--- src/rtl/reset_sequencer.sv ---
// Staged reset sequencer: holds all channel resets until PLL lock has been stable,
// releases them one by one, and re-asserts everything on lock loss or a debounced button.
module reset_sequencer #(
    parameter int NUM_CHANNELS    = 4,
    parameter int HOLD_CYCLES     = 63,
    parameter int STAGE_GAP       = 16,
    parameter int DEBOUNCE_CYCLES = 1000,
    parameter int CNT_WIDTH       = 16
) (
    input  logic                    Clock,
    input  logic                    Reset,
    input  logic                    iLocked,
    input  logic                    iButton,
    output logic [NUM_CHANNELS-1:0] oReset,
    output logic                    oRunning,
    output logic [1:0]              oState,
    output logic [7:0]              oFaultCount
);

    localparam int STAGE_WIDTH = (NUM_CHANNELS > 1) ? $clog2(NUM_CHANNELS) : 1;
    localparam logic [CNT_WIDTH-1:0]   HOLD_LAST   = CNT_WIDTH'(HOLD_CYCLES - 1);
    localparam logic [CNT_WIDTH-1:0]   GAP_LAST    = CNT_WIDTH'(STAGE_GAP - 1);
    localparam logic [CNT_WIDTH-1:0]   DEB_LAST    = CNT_WIDTH'(DEBOUNCE_CYCLES - 1);
    localparam logic [STAGE_WIDTH-1:0] STAGE_LAST  = STAGE_WIDTH'(NUM_CHANNELS - 1);
    localparam logic [STAGE_WIDTH-1:0] STAGE_FIRST = STAGE_WIDTH'(1);

    typedef enum logic [1:0] {
        ST_ASSERT  = 2'd0,
        ST_HOLD    = 2'd1,
        ST_RELEASE = 2'd2,
        ST_RUN     = 2'd3
    } state_t;

    state_t                  state, state_next;
    logic [CNT_WIDTH-1:0]    cnt, cnt_next;
    logic [STAGE_WIDTH-1:0]  stage, stage_next;
    logic [NUM_CHANNELS-1:0] reset_next;
    logic                    running_next;
    logic [7:0]              fault_next;

    logic                 lock_meta, lock_s, btn_meta, btn_s, btn_db;
    logic [CNT_WIDTH-1:0] deb_cnt;
    logic                 abort;

    // NOTE: sequential state uses non-blocking assignments so every flop samples
    // pre-edge values; blocking here would collapse the two sync stages into one.
    always_ff @(posedge Clock) begin
        if (Reset) begin
            lock_meta <= 1'b0;
            lock_s    <= 1'b0;
            btn_meta  <= 1'b0;
            btn_s     <= 1'b0;
        end else begin
            lock_meta <= iLocked;
            lock_s    <= lock_meta;
            btn_meta  <= iButton;
            btn_s     <= btn_meta;
        end
    end

    // A button change is accepted only after it has been stable for DEBOUNCE_CYCLES.
    always_ff @(posedge Clock) begin
        if (Reset) begin
            btn_db  <= 1'b0;
            deb_cnt <= '0;
        end else if (btn_s == btn_db) begin
            deb_cnt <= '0;
        end else if (deb_cnt == DEB_LAST) begin
            btn_db  <= btn_s;
            deb_cnt <= '0;
        end else begin
            deb_cnt <= deb_cnt + 1'b1;
        end
    end

    assign abort  = !lock_s || btn_db;
    assign oState = state;

    // NOTE: every always_comb output gets a default first so no path leaves it
    // unassigned, which would otherwise infer a latch.
    always_comb begin
        state_next   = state;
        cnt_next     = cnt;
        stage_next   = stage;
        reset_next   = oReset;
        running_next = oRunning;
        fault_next   = oFaultCount;

        if (state == ST_ASSERT || abort) begin
            state_next   = abort ? ST_ASSERT : ST_HOLD;
            reset_next   = '1;
            running_next = 1'b0;
            cnt_next     = '0;
            stage_next   = '0;
            // Only lock loss out of RUN is a fault; button aborts are deliberate.
            if (state == ST_RUN && !lock_s && oFaultCount != 8'hFF)
                fault_next = oFaultCount + 8'd1;
        end else begin
            case (state)
                ST_HOLD: begin
                    if (cnt == HOLD_LAST) begin
                        cnt_next      = '0;
                        reset_next[0] = 1'b0;
                        if (NUM_CHANNELS == 1) begin
                            state_next   = ST_RUN;
                            running_next = 1'b1;
                            stage_next   = '0;
                        end else begin
                            state_next = ST_RELEASE;
                            stage_next = STAGE_FIRST;
                        end
                    end else begin
                        cnt_next = cnt + 1'b1;
                    end
                end
                ST_RELEASE: begin
                    if (cnt == GAP_LAST) begin
                        cnt_next          = '0;
                        reset_next[stage] = 1'b0;
                        if (stage == STAGE_LAST) begin
                            state_next   = ST_RUN;
                            running_next = 1'b1;
                            stage_next   = '0;
                        end else begin
                            stage_next = stage + 1'b1;
                        end
                    end else begin
                        cnt_next = cnt + 1'b1;
                    end
                end
                default: begin
                    cnt_next   = '0;
                    stage_next = '0;
                end
            endcase
        end
    end

    always_ff @(posedge Clock) begin
        if (Reset) begin
            state       <= ST_ASSERT;
            cnt         <= '0;
            stage       <= '0;
            oReset      <= '1;
            oRunning    <= 1'b0;
            oFaultCount <= 8'd0;
        end else begin
            state       <= state_next;
            cnt         <= cnt_next;
            stage       <= stage_next;
            oReset      <= reset_next;
            oRunning    <= running_next;
            oFaultCount <= fault_next;
        end
    end

endmodule
--- config.mk ---
export PLATFORM = sky130hd
export DESIGN_NAME = reset_sequencer
export DESIGN_NICKNAME = d
export VERILOG_FILES = /design/src/rtl/reset_sequencer.sv
export SDC_FILE = /design/constraint.sdc
export NUM_CORES = 1
export LEC_CHECK = 0
export CAP_MARGIN = 20
export CORE_MARGIN = 1
export CORE_UTILIZATION = 40
export DETAILED_ROUTE_END_ITERATION = 8
export PLACE_DENSITY = 0.58
export SLEW_MARGIN = 15
export SYNTH_ARGS = -nofsm -noshare
export SYNTH_HDL_FRONTEND = slang
export SYNTH_SLANG_ARGS = --single-unit
--- constraint.sdc ---
create_clock -name Clock -period 2.3 [get_ports Clock]
set_input_delay 0.23 -clock Clock [delete_from_list [all_inputs] [get_ports Clock]]
set_output_delay 0.23 -clock Clock [all_outputs]
set_load 0.01 [all_outputs]
==> impl_metrics.yaml <==
placed_design:
  io_buffers: 18
  place_congestion: 0.834
  dpl_cell_area_um2: 2860
  dpl_worst_slack_ns: 0.465
  hpwl_mm: 3.41
  dp.cells: 374
timing:
  fin_crit_sh_pct: 79.7
  skew_ns: 0.00519
  tightest_slew_ns: 0.577
  rsz0062_at_grt: "no"
  setup_tns_ns: 0
  fin_crit_ns: 1.83
  slew_violations: 0
  hold_viol: 0
  setup_viol: 0
  slew_headroom_pct: 61.3
  fin_ws_ns: 0.467
  timing.hold.ws_ns: 0.441
  clock.fmax_mhz: 545
critical_path:
  worst_setup_path_start_kind: "flip-flop"
  path_class: "reg -> reg"
  required_ns: 2.50
  critical_path.cell_chain: "nor4_2, nand3_1, or4_1, o311a_1"
  critPathArrivalTime_ns: 2.03
  worst-path-max-fanout: 5
  crit_path_end_kind: "flip-flop"
  worst_path_max_delay_cell: "or4_1"
  cpPeakStageDelay_ns: 0.56
floorplanning:
  core_um2: 6060
  initial_core_util_pct: 42.2
  ios: 19
  die-area_um2: 6720
  rows: 28
  die_h_um: 82
  die_w_um: 82
cells_and_area:
  drive_above_1_share_pct: 7.82
  nets: 322
  antennaDiodeCount: 0
  fin_area_um2: 2950
  area_growth_pct: 15.4
  final_util_pct: 48.7
  stdcell_count: 382
  n_fill_cell: 584
  multi_input_area_um2: 1400
  seq_area_um2: 1080
routing:
  vias: 2008
  routed_wl_mm: 4.73
  viasPerCell: 5.26
  ant_nets: 0
  drt_iter0_drc: 88
  post_drt_wl_per_cell_um: 12.4
  drc: 0
  drtPass1Iterations: 4
synthesis:
  synth_top_area_cell: "dfxtp_1"
  yosys.area.top_type_share_pct: 42.2
  ys_seq_area_share_pct: 42.2
  synth_common_cells: "dfxtp_1 (54), nor2_1 (23), nor3_1 (20), nand2_1 (16), xnor2_1 (15)"
  synth_area_um2: 2560
  yosysMostFrequentCell: "dfxtp_1"
  synth.area.top_cells: "dfxtp_1 (42%), ha_1 (5.9%), xnor2_1 (5.1%)"
  ys_ff_latch: 54
  syn_inst: 280
  synth_edf_count: 0
  synth_cell_type_count: 45
  avgSynthCellArea_um2: 9.14
  synth_flop_cell: "dfxtp_1"
  ys_async_sr_fraction_pct: 0
  synth_nets: 296
  ys.warnings.count: 0
global_route:
  grt-ovfl-total: 0
  grt_pass1_wl_mm: 8.18
  first_global_vias: 1810
  grt_max_degree: 17
  antenna_found_initial: 0
  grt_usage_pct: 15.9
outcome:
  status: "finished clean"
min_path:
  min_path_type: "reg -> reg"
clocking:
  clock_latency_ns: 0.30
  tritoncts: "yes"
  cts_resized: 0
  clk_pin_slew_ns: 0.09
  cts_setup_buffers: 0
  cts_buffers: 5
  cts_root_buf: "clkbuf_8"
  cts_max_level: 2
  clock-sinks: 54
  cts_buffer_depth: 2
  cts.hold.buffers_added: 0
power:
  peakVddDrop_uv: 262
  finalPower_mw: 1.51
  total_leakage_power_nw: 0.929
  power_density_nw_per_um2: 512
run:
  cap_violations: 0
==> report_power, final <==
part / switching [mW] / internal, mW / total, mW
logic: 0.0156 / 0.0140 / 0.0296
registers: 0.00236 / 0.938 / 0.941
clock network: 0.299 / 0.244 / 0.543
total: 0.317 / 1.20 / 1.51
==> registers in the layout, summed over array words and instances (netlist names) <==
| register | flops |
|---|---|
| cnt | 16 |
| deb_cnt | 16 |
| oFaultCount | 8 |
| oReset | 4 |
| oState | 2 |
| stage | 2 |
| btn_db | 1 |
| btn_meta | 1 |
| btn_s | 1 |
| lock_meta | 1 |
| lock_s | 1 |
| oRunning | 1 |
==> layer usage <==
layer	vias to the layer above	track usage [%]	wire (um)
li1	1061	-	-
met1	922	20.1	2390
met2	18	25.9	2150
met3	7	4.00	115
met4	0	5.79	74
met5	-	0	0
==> cell type report <==
class / instances / share of cell area [%]
Sequential cell: 54 / 36.6
Timing Repair Buffer: 26 / 8.13
Clock inverter: 1 / 0.169
Inverter: 14 / 1.78
Tap cell: 75 / 3.18
Clock buffer: 7 / 2.92
Multi-Input combinational cell: 205 / 47.2
==> placed cells by master, fill, tap and decap left out, drive strengths merged, types with 5 or more instances in the layout <==
cell           Yosys  layout
nand2             16      16
o21ai              6       6
a21oi              7       7
xor2              12      12
buf                2       8
nor2              23      23
ha                12      12
o31ai              7       7
or4                6       6
nor3              20      20
dfxtp             54      54
nand4             10      10
clkbuf             5       7
clkdlybuf4s50      0      18
nor4               8       8
nand3             15      15
xnor2             15      15
inv               14      14
nor2b              5       5
==> kinds of logic after synthesis <==
kind of cell | after synthesis | share of synthesized area (%)
xor gates and xnor gates | 27 | 9.24
AOI/OAI and AO/OA | 35 | 10.1
adders and majority gates | 12 | 5.86
and+or+nand+nor | 128 | 28.2
muxes | 3 | 1.17
buffers and inverters | 21 | 3.27
DFF | 54 | 42.2
==> critical path, delay by kind of cell, from the launching register on <==
kind,cells,cell delay (ns)
and+or+nand+nor,3,1.24
DFF,1,0.36
AOI/OAI and AO/OA,1,0.14
==> worst paths after layout <==
kind,start,end,slack [ns],cells past startpoint
setup reg to reg,cnt[10],oState[0],0.47,4
hold reg to reg,btn_meta,btn_s,0.44,1
setup / recovery,cnt[10],oState[0],0.47,4
hold / removal,btn_meta,btn_s,0.44,1
Power figures use the tool's default switching activity.
